**config.mk**
```make
export PLATFORM = sky130hd
export DESIGN_NAME = access_gate_ctrl
export DESIGN_NICKNAME = d
export VERILOG_FILES = /design/src/rtl/access_gate_pkg.sv /design/src/rtl/access_gate_timer.sv /design/src/rtl/access_gate_ctrl.sv
export SDC_FILE = /design/constraint.sdc
export NUM_CORES = 1
export LEC_CHECK = 0
export ABC_AREA = 1
export CAP_MARGIN = 0
export CORE_MARGIN = 2
export CORE_UTILIZATION = 50
export DETAILED_ROUTE_END_ITERATION = 8
export GPL_ROUTABILITY_DRIVEN = 1
export GPL_TIMING_DRIVEN = 0
export HOLD_SLACK_MARGIN = 0.06
export MAX_ROUTING_LAYER = met4
export PLACE_DENSITY_LB_ADDON = 0.3
export SLEW_MARGIN = 30
export SYNTH_ARGS = -nofsm -noshare
export SYNTH_HDL_FRONTEND = slang
export SYNTH_SLANG_ARGS = --single-unit
```
**constraint.sdc**
```tcl
create_clock -name clk -period 1.85 [get_ports clk]
set_input_delay 0.4625 -clock clk [delete_from_list [all_inputs] [get_ports clk]]
set_output_delay 0.4625 -clock clk [all_outputs]
set_load 0.05 [all_outputs]
```
**src/rtl/access_gate_pkg.sv**
```systemverilog
// Shared definitions for the access gate controller: FSM states and width helpers.
package access_gate_pkg;

    typedef enum logic [2:0] {
        IDLE,
        CHECK,
        GRANT,
        DENY,
        LOCKOUT
    } gate_state_t;

    // Bits needed to hold a consecutive-failure count from 0 up to max_fail.
    function automatic int fail_count_width(input int max_fail);
        return (max_fail < 1) ? 1 : $clog2(max_fail + 1);
    endfunction

    // Bits needed for a down-counter that is loaded with at most max_cycles.
    function automatic int lock_count_width(input int max_cycles);
        return (max_cycles < 1) ? 1 : $clog2(max_cycles + 1);
    endfunction

endpackage

```
**src/rtl/access_gate_timer.sv**
```systemverilog
// Loadable down-counter with a zero flag, shared by the grant and lockout intervals.
module access_gate_timer
    import access_gate_pkg::*;
#(
    parameter int WIDTH = 5
) (
    input  logic             clk,
    input  logic             rst_n,
    input  logic             load,
    input  logic [WIDTH-1:0] load_value,
    input  logic             enable,
    output logic             zero
);

    logic [WIDTH-1:0] count;

    // Load takes priority; otherwise count down while enabled, holding at zero.
    always_ff @(posedge clk or negedge rst_n) begin
        if (!rst_n) begin
            count <= '0;
        end else if (load) begin
            count <= load_value;
        end else if (enable && (count != '0)) begin
            count <= count - 1'b1;
        end
    end

    assign zero = (count == '0);

endmodule

```
**src/rtl/access_gate_ctrl.sv**
```systemverilog
// Password check controller that drives the key stage's access_granted input.
module access_gate_ctrl
    import access_gate_pkg::*;
#(
    parameter int                    PW_WIDTH     = 32,
    parameter logic [PW_WIDTH-1:0]   PASSWORD     = 32'hCAFEF00D,
    parameter int                    MAX_FAIL     = 3,
    parameter int                    LOCK_CYCLES  = 16,
    parameter int                    GRANT_CYCLES = 1
) (
    input  logic                            clk,
    input  logic                            rst_n,
    input  logic                            pw_valid,
    input  logic [PW_WIDTH-1:0]             pw_data,
    output logic                            pw_ready,
    output logic                            access_granted,
    output logic                            deny,
    output logic                            locked,
    output logic [$clog2(MAX_FAIL+1)-1:0]   fail_count
);

    localparam int FC_W = fail_count_width(MAX_FAIL);
    localparam int T_MAX = (LOCK_CYCLES > GRANT_CYCLES) ? LOCK_CYCLES : GRANT_CYCLES;
    localparam int TW = lock_count_width(T_MAX);
    localparam logic [FC_W-1:0] FAIL_LIMIT = FC_W'(MAX_FAIL);
    // The timer is loaded with N-1 so that the state exits on the edge after it reads zero,
    // which keeps the output high for exactly N cycles.
    localparam logic [TW-1:0] GRANT_LOAD = TW'(GRANT_CYCLES - 1);
    localparam logic [TW-1:0] LOCK_LOAD  = TW'(LOCK_CYCLES - 1);

    gate_state_t         state, state_next;
    logic [PW_WIDTH-1:0] captured, captured_next;
    logic                ready_next, granted_next, deny_next, locked_next;
    logic [FC_W-1:0]     fail_next;
    logic                timer_load, timer_en, timer_zero;
    logic [TW-1:0]       timer_value;
    logic                match, last_chance;

    assign match       = (captured == PASSWORD);
    assign last_chance = (fail_count >= (FAIL_LIMIT - 1'b1));

    // Next-state and next-output decode; every output is registered below.
    always_comb begin
        state_next    = state;
        captured_next = captured;
        ready_next    = pw_ready;
        granted_next  = access_granted;
        deny_next     = 1'b0;
        locked_next   = locked;
        fail_next     = fail_count;
        timer_load    = 1'b0;
        timer_value   = GRANT_LOAD;
        timer_en      = 1'b0;
        case (state)
            IDLE: begin
                if (pw_valid && pw_ready) begin
                    captured_next = pw_data;
                    ready_next    = 1'b0;
                    state_next    = CHECK;
                end
            end
            CHECK: begin
                captured_next = '0;
                if (match) begin
                    state_next   = GRANT;
                    granted_next = 1'b1;
                    fail_next    = '0;
                    timer_load   = 1'b1;
                    timer_value  = GRANT_LOAD;
                end else if (!last_chance) begin
                    state_next = DENY;
                    deny_next  = 1'b1;
                    fail_next  = fail_count + 1'b1;
                end else begin
                    state_next  = LOCKOUT;
                    deny_next   = 1'b1;
                    locked_next = 1'b1;
                    fail_next   = FAIL_LIMIT;
                    timer_load  = 1'b1;
                    timer_value = LOCK_LOAD;
                end
            end
            GRANT: begin
                timer_en = 1'b1;
                if (timer_zero) begin
                    granted_next = 1'b0;
                    ready_next   = 1'b1;
                    state_next   = IDLE;
                end
            end
            DENY: begin
                ready_next = 1'b1;
                state_next = IDLE;
            end
            LOCKOUT: begin
                timer_en = 1'b1;
                if (timer_zero) begin
                    locked_next = 1'b0;
                    fail_next   = '0;
                    ready_next  = 1'b1;
                    state_next  = IDLE;
                end
            end
            default: begin
                state_next = IDLE;
            end
        endcase
    end

    // State, captured password and output registers with asynchronous reset.
    always_ff @(posedge clk or negedge rst_n) begin
        if (!rst_n) begin
            state          <= IDLE;
            captured       <= '0;
            pw_ready       <= 1'b1;
            access_granted <= 1'b0;
            deny           <= 1'b0;
            locked         <= 1'b0;
            fail_count     <= '0;
        end else begin
            state          <= state_next;
            captured       <= captured_next;
            pw_ready       <= ready_next;
            access_granted <= granted_next;
            deny           <= deny_next;
            locked         <= locked_next;
            fail_count     <= fail_next;
        end
    end

    access_gate_timer #(
        .WIDTH(TW)
    ) u_timer (
        .clk        (clk),
        .rst_n      (rst_n),
        .load       (timer_load),
        .load_value (timer_value),
        .enable     (timer_en),
        .zero       (timer_zero)
    );

endmodule

```
==> results.md <==
- RD Place Congestion: 0.807
- Synth Flop Type: dfrtp_1
- RSZ-0062 raised after global routing: no
- CP required: 1.39 ns
- # port buffers: 40
- Skew-Pair Late Insertion Delay: 0.30 ns
- Total number of vias: 1604
- Logic pwr share: 0.448
- Register area share after synthesis: 0.565
- Crit-path cells: clkdlybuf4s15_1
- Largest net degree at the start of global routing: 47
- EDFF count, synth: 0
- Syn Std Cell Area: 0.00204 mm^2
- Post-Syn Nets: 257
- Buf/Inv on CP: 1
- Detailed placement HPWL: 2940 um
- Initial Utilization: 0.513
- Layout cells sized above 1: 0.0818
- CP top delay family: flip-flops
- Crit path capture type: output pin
- Die Y-Extent: 67.8 um
- Yosys top cell area share: 0.552
- Overall Global Routing Usage: 0.208
- Syn Inst Count: 221
- Fill count: 358
- Antenna-violating nets left: 0
- Core area: 0.00397 mm^2
- PwrDens: 1560 mW/mm^2
- Reg power frac: 0.405
- Rel. slew slack: 0.630
- Clock period minus worst slack: 1.80 ns
- Worst Setup Start Kind: register
- Clock skew: 0.00742 ns
- Root Buffer: clkbuf_8
- Setup CP Type: reg2out
- Drt wl/cell: 12.8 um
- Count leader, synth: nand2_1
- Tcrit/Tclk final: 0.974
- CTS tree: yes
- Top cells by area, synth: dfrtp_1 55%, nand2_1 10%, a22o_1 7.7%, inv_1 5.3%, o21ai_0 4.7%
- Peak supply drop: 0.907 mV
- Fmax: 555 MHz
- # IOs: 41
- Leakage: 0.00127 uW
- Clock power frac: 0.147
- Final Power: 4020 uW
- Starting DRT DRC Count: 101
- # DRC: 0
- Pins over their slew limit: 0
- Seq cells post-synth: 46
- First-pass DRT Iterations: 4
- P&R area growth vs syn: 26.3%
- Hold Crit Class: in2async
- Setup TNS: 0 ns
- # rows: 23
- Crit Path Max Fanout: 3
- WP data arrival: 1.34 ns
- Worst path max stage delay: 0.55 ns
- Sw frac: 0.409
- Clock Tree Buf Depth: 2
- Vias in the first global route: 1503
- Die width: 67.8 um
- H-Tree Level Count: 2
- # setup viols final: 0
- Final Hold Viols: 0
- Slowest stage cell, crit path: dfstp_2
- Post-synth ARST share: 1.00
- CTS Sinks: 46
- Synth unique cells: 26
- CTS buffer count: 5
- Antenna violations before repair: 0
- DRT Wirelength: 4100 um
- Die area: 0.00460 mm^2
- Most frequent cells after synthesis: 57 x nand2_1, 45 x dfrtp_1, 29 x inv_1
- Outcome: completed
- Max_cap viols: 0
- Post-synth top area cell: dfrtp_1
- GR Overflow Total: 0
- Yosys warns: 0
- Via density: 5.03
- Final Util: 0.648
- NetSw: 1640 uW
- Nets: 304
- First-pass GRT wire length: 6710 um
- Fin Hold WS: 0.150 ns
- Syn Area/Cell: 9.22 um^2
- Worst slew pin tran: 0.555 ns
- CTS clk-pin slew, worst paths: 0.08 ns
- Pint: 2380 uW
- # diodes: 0
[final timing paths]
path | cells past startpoint | start | endpoint | slack [ns]
worst max-delay path | 1 | pw_ready$_DFFE_PN1P_ | pw_ready | 0.05
worst min-delay path | 1 | rst_n | captured[23]$_DFFE_PN0P_ | 0.15
worst max register to register | 7 | u_timer.count[0]$_DFFE_PN0P_ | u_timer.count[3]$_DFFE_PN0P_ | 0.24
worst min register to register | 2 | pw_ready$_DFFE_PN1P_ | pw_ready$_DFFE_PN1P_ | 0.48
max in group asynchronous | 1 | rst_n | u_timer.count[3]$_DFFE_PN0P_ | 1.32
min in group clk | 2 | pw_ready$_DFFE_PN1P_ | pw_ready$_DFFE_PN1P_ | 0.48
[what timing repair did]
action / 4_1_cts / 5_1_grt
hold buffers: 0 / 0
resized for setup: 6 / 1
pin swaps: 0 / 0
setup buffers: 0 / 0
endpoints found under the setup margin: 6 / 1
[through the flow]
stage,instance area (um^2),instances,worst slack (ns)
CTS,2570,319,0.00938
global route,2570,319,0.00276
finish,2570,319,0.0474
detailed placement,2500,311,-0.0626
floorplan,2040,221,0.249
global placement,2500,311,-0.892
[worst reg2reg max path: cells and delay by family (launching register included)]
kind	cells	cell delay (ns)
and+or+nand+nor	3	0.55
DFF	1	0.39
adders and majority gates	1	0.21
AOI/OAI and AO/OA	1	0.18
buffers and inverters	2	0.17
[cell families after synthesis]
logic type | share of synthesized area
AOI/OAI and AO/OA | 0.162
xor gates and xnor gates | 0.00860
adders and majority gates | 0.00614
buffers and inverters | 0.0773
DFF | 0.565
and+or+nand+nor | 0.180
[per-layer routing]
metal  vias to the layer above  GRT usage  share of wire
li1                        811          -              -
met1                       745      0.265           0.48
met2                        40      0.314           0.45
met3                         8     0.0493          0.050
met4                         0      0.105          0.022
met5                         -          -              0
[sequential cells by signal, summed over array words and instances, names as in the netlist]
name	flops
captured	32
u_timer.count	5
state	3
fail_count	2
access_granted	1
deny	1
locked	1
pw_ready	1
[layout by cell type (no fill, tap or decap)]
master	n
xor2_1	1
clkbuf_8	5
buf_4	1
o221ai_1	1
inv_1	29
nor2_2	2
dfrtp_1	45
dlygate4sd2_1	5
ha_1	1
nand3b_1	1
nor2_1	13
clkdlybuf4s50_1	33
inv_2	2
nand2_1	57
a22o_1	18
buf_6	2
buf_2	3
clkdlybuf4s15_1	1
buf_1	1
o21ai_0	19
o211ai_1	2
a21oi_1	8
nor2_4	2
nand4_1	4
dfstp_2	1
o2111ai_1	1
clkinv_2	2
nand2_4	1
nand3_1	4
xnor2_1	1
o21ai_1	1
nand2_2	1
clkbuf_1	1
[power by group through the flow]
stage               Clock [uW]  Sequential, uW  Combinational (uW)
finish                     590            1630                1800
floorplan                    0            1780                1200
CTS                        603            1620                1820
detailed placement           0            1640                1850
global placement             0            1640                1790
global route               650            1660                2050
[area by class of cell]
type,instances,area (um^2),share of cell area
clock inverter,2,10.0,0.00389
sequential,46,1150,0.448
clock buffer,6,72.6,0.0282
multi-input combinational,138,728,0.283
tap,50,62.6,0.0243
inverter,31,116,0.0452
timing repair buffer,40,392,0.152
buffer,6,41.3,0.0160
(Power assumes the default switching activity.)
==> variant 1, RTL diff (config.mk and constraints unchanged) <==
The parameter `LOCK_CYCLES` goes from 16 to 15.
--- a/src/rtl/access_gate_ctrl.sv
+++ b/src/rtl/access_gate_ctrl.sv
@@ -5,7 +5,7 @@
     parameter int                    PW_WIDTH     = 32,
     parameter logic [PW_WIDTH-1:0]   PASSWORD     = 32'hCAFEF00D,
     parameter int                    MAX_FAIL     = 3,
-    parameter int                    LOCK_CYCLES  = 16,
+    parameter int                    LOCK_CYCLES  = 15,
     parameter int                    GRANT_CYCLES = 1
 ) (
     input  logic                            clk,
Function: same outputs for any inputs over 10 cycles, from zero or initial values and one cycle with rst_n low; that may be too few to reach the edited logic, so the function may still have changed.
==> variant 1 against the original RTL <==
Power shrank 1.5%. Sequential cell count down 1. Synthesized area down 2.8%. Non-clock buffer count increased by 1. Wire length fell by 6.4%. Cell area is 1.1% lower. Worst setup slack better by 8.5 ps. Clock power increased by 2%. Critical path type unchanged.
==> variant 1: results (changes against the original RTL) <==
Hpwl dp - 2.84 mm (-3.4%)
Routing usage on met1 - 25.2% (-1.3 points)
Area contributors post-synth - dfrtp_1 (56%), nand2_1 (9.5%), a22o_1 (8.0%)
Status - complete, no violations
Clock network power - 602 uW (+2%)
Final hold slack - 128 ps (-22.0 ps)
Layout cell share with drive strength beyond 1 - 8.46% (+0.28 points)
VDD IR-drop max - 0.000831 V (-8.4%)
Most frequent cells after synthesis - nand2_1 (50), dfrtp_1 (44), inv_1 (28), a22o_1 (18)
Tot GR Track Use - 20.8% (-0.067 points)
R2R Path End - captured[30]
Pleak - 0.00123 uW (-2.9%)
FF-to-FF setup slack - 190 ps (-50 ps)
Adder-Cell Fraction of Synth Area - 0.631% (+0.017 points)
Vias - 1557 (-2.9%)
Register area share after synthesis - 56.9% (+0.34 points)
XOR/XNOR Fraction of Synth Area - 0.884% (+0.024 points)
Met2 Track Usage GR - 33.6% (+2.3 points)
First-pass GRT wire length - 6.60 mm (-1.6%)
Post-Route WL - 3.84 mm (-6.4%)
Complex-gate fraction of the synthesized area - 15.7% (-0.55 points)
Depth of the worst register-to-register path - 6 (-1)
WL met2 - 1.82 mm (-1.7%)
Placed Area - 2460 um^2 (-1.4%)
Skew final - 9.09 ps (+1.66 ps)
Cell variety after synth - 24 (-7.7%)
Biggest regs - captured x32, u_timer.count x4, state x3
Syn Nets - 248 (-3.5%)
Wire length on met1 - 1.79 mm (-8.4%)
DR WL met3 - 143 um (-30%)
Net Switching - 1570 uW (-4.4%)
Final Power - 3960 uW (-1.5%)
Routability-driven placement congestion ratio - 0.832 (+3.1%)
Slew headroom - 65.5% (+2.5 points)
Final net count - 296 (-2.6%)
Vias in the first global route - 1541 (+2.5%)
==> variant 1: cell families after synthesis <==
| logic type | Yosys count |
|---|---|
| compound gates | 46 |
| buf+inv | 36 |
| xor+xnor | 2 |
| simple gates | 82 |
| fa+ha+maj | 1 |
| flops | 45 |
==> variant 1: cell type report <==
| type | instances | area (um^2) | share of cell area (%) |
|---|---|---|---|
| clock buffers | 7 | 86.3 | 3.39 |
| plain buffers | 6 | 48.8 | 1.92 |
| repair buffers | 41 | 417 | 16.4 |
| inverters | 30 | 113 | 4.42 |
| well taps | 48 | 60.1 | 2.36 |
| flip-flops and latches | 45 | 1130 | 44.3 |
| multi-input cells | 131 | 694 | 27.3 |
==> variant 1: through the flow <==
step | cells | utilization (%) | setup WS [ps]
3_3_place_gp | 300 | 65.2 | -818
6_report | 308 | 68.0 | 55.9
2_1_floorplan | 212 | - | 128
4_1_cts | 308 | 67.9 | 10.8
3_5_place_dp | 301 | 65.8 | -229
5_1_grt | 308 | 68.0 | 2.88
==> variant 2, RTL diff (config.mk and constraints unchanged) <==
Made on the original files. Reset style: synchronous (`rst_n`), changed in 2 clocked blocks. Comments in the files are not updated.
--- a/src/rtl/access_gate_timer.sv
+++ b/src/rtl/access_gate_timer.sv
@@ -15,7 +15,7 @@
     logic [WIDTH-1:0] count;
 
     // Load takes priority; otherwise count down while enabled, holding at zero.
-    always_ff @(posedge clk or negedge rst_n) begin
+    always_ff @(posedge clk) begin
         if (!rst_n) begin
             count <= '0;
         end else if (load) begin
--- a/src/rtl/access_gate_ctrl.sv
+++ b/src/rtl/access_gate_ctrl.sv
@@ -108,7 +108,7 @@
     end
 
     // State, captured password and output registers with asynchronous reset.
-    always_ff @(posedge clk or negedge rst_n) begin
+    always_ff @(posedge clk) begin
         if (!rst_n) begin
             state          <= IDLE;
             captured       <= '0;
Check against the original RTL: differs if rst_n is asserted again (counterexample within 4 cycles, from zero or initial values and one cycle with rst_n low); with rst_n held inactive, the same outputs for 10 cycles.
==> variant 2 against the original RTL <==
Synthesized area grew 3.2%. Largest cell class is now multi-input combinational cells. Utilization grew 1.2 points. Final cell count rose by 21%. Sequential cell count stayed put. Fmax grew 1.3%. Highest routed layer unchanged. Worst setup slack gained 22 ps. Global-route usage decreased by 0.35 points. Wire length shrank 2.0%. Sequential share of layout area down 10 points. Cell area increased by 3.4%.
Power is not compared: it rests on default switching activity, and its combinational part moved more than twofold at a synthesized area within 25%.
==> variant 2: results (changes against the original RTL) <==
Tightest Hold Check Type - flip-flop to flip-flop
Final net count - 370 (+22%)
Placed Area - 2570 um^2 (+2.7%)
Most frequent cells after synthesis - nand2_1 (110), dfxtp_1 (46), a21oi_1 (42), inv_1 (20), nor2_1 (18)
Synth Flop Type - dfxtp_1
First-pass GRT wire length - 7.16 mm (+6.7%)
CP delay by family, top - buffers and inverters
Cell variety after synth - 30 (+15%)
Max Freq - 562 MHz (+1.3%)
Area contributors post-synth - dfxtp_1 (44%), nand2_1 (20%), a21oi_1 (10%)
Hpwl dp - 2.96 mm (+0.71%)
Skew final - 13.8 ps (+6.42 ps)
Status - complete, no violations
Max stage delay cell, worst path - dlygate4sd2_1
Layout cell share with drive strength beyond 1 - 11.0% (+2.9 points)
Core area - 4030 um^2 (+1.4%)
Critical path fanouts, max - 5 (+2)
Starting DRT DRC Count - 118 (+17%)
Complex-gate fraction of the synthesized area - 11.6% (-4.6 points)
Largest net degree at the start of global routing - 14 (-70%)
XOR/XNOR Fraction of Synth Area - 0.833% (-0.027 points)
Syn Nets - 324 (+26%)
CP max stage delay - 570 ps (+20 ps)
Vias in the first global route - 1703 (+13%)
Vias - 1877 (+17%)
Synth async-reset ratio - 0% (-100 points)
-- variant 2: cell count changes in the layout (fill, tap and decap cells not counted), moves of 3 or more --
cell,delta
inv_1,-9
nor2_1,+5
clkbuf_1,+3
o21ai_0,-15
dfxtp_1,+46
dfrtp_1,-45
nand2_1,+53
a21oi_1,+34
a22o_1,-18
-- variant 2: logic make-up after synthesis --
group                      count (synthesis)
and+or+nand+nor                          157
AOI/OAI and AO/OA                         48
DFF                                       46
buffers and inverters                     34
xor gates and xnor gates                   2
adders and majority gates                  1
-- variant 2: routing by layer --
metal	track usage, %	share of wire [%]	wire [um]
met1	25.1	48	1920
met2	33.3	45	1830
met3	4.38	4.2	169
met4	7.35	2.4	96
met5	-	0	0
-- variant 2: power by group --
| part | leakage (uW) | internal [uW] | switching (uW) | total (uW) |
|---|---|---|---|---|
| registers | 0.000375 | 1060 | 42.5 | 1110 |
| clock network | 0.0000524 | 404 | 319 | 724 |
| logic | 0.000632 | 210 | 273 | 483 |
-- variant 2: cell type report --
cell class                      instances  area [um^2]
Inverter                               24         92.6
Tap cell                               50         62.6
Sequential cell                        46          921
Fill cell                             362         1370
Clock inverter                          1         30.0
Buffer                                  9         72.6
Timing Repair Buffer                   40          393
Multi-Input combinational cell        208         1010
Clock buffer                            7         76.3
-- variant 2: final timing paths --
kind / from / endpoint / slack (ps) / cells after the start
worst max-delay path: fail_count[1] / fail_count[1] / 70 / 1
worst min-delay path: captured[21] / captured[21] / 460 / 2
worst min register to register: captured[21] / captured[21] / 460 / 2
worst max register to register: u_timer.count[0] / fail_count[0] / 360 / 8
-- variant 2: timing repair --
action,CTS,global route
endpoints found under the hold margin,0,0
endpoints found under the setup margin,6,5
gates resized for setup,6,0
setup buffers,0,0
-- variant 2: stage by stage --
stage | worst slack (ps) | std cells | TNS, ps | total power [uW]
2_1_floorplan | 358 | 288 | 0 | 1460
3_3_place_gp | -174 | 378 | -1680 | 1610
3_5_place_dp | -176 | 378 | -1660 | 1620
4_1_cts | 68.3 | 386 | 0 | 2330
5_1_grt | 26.0 | 385 | 0 | 2430
6_report | 69.9 | 385 | 0 | 2310
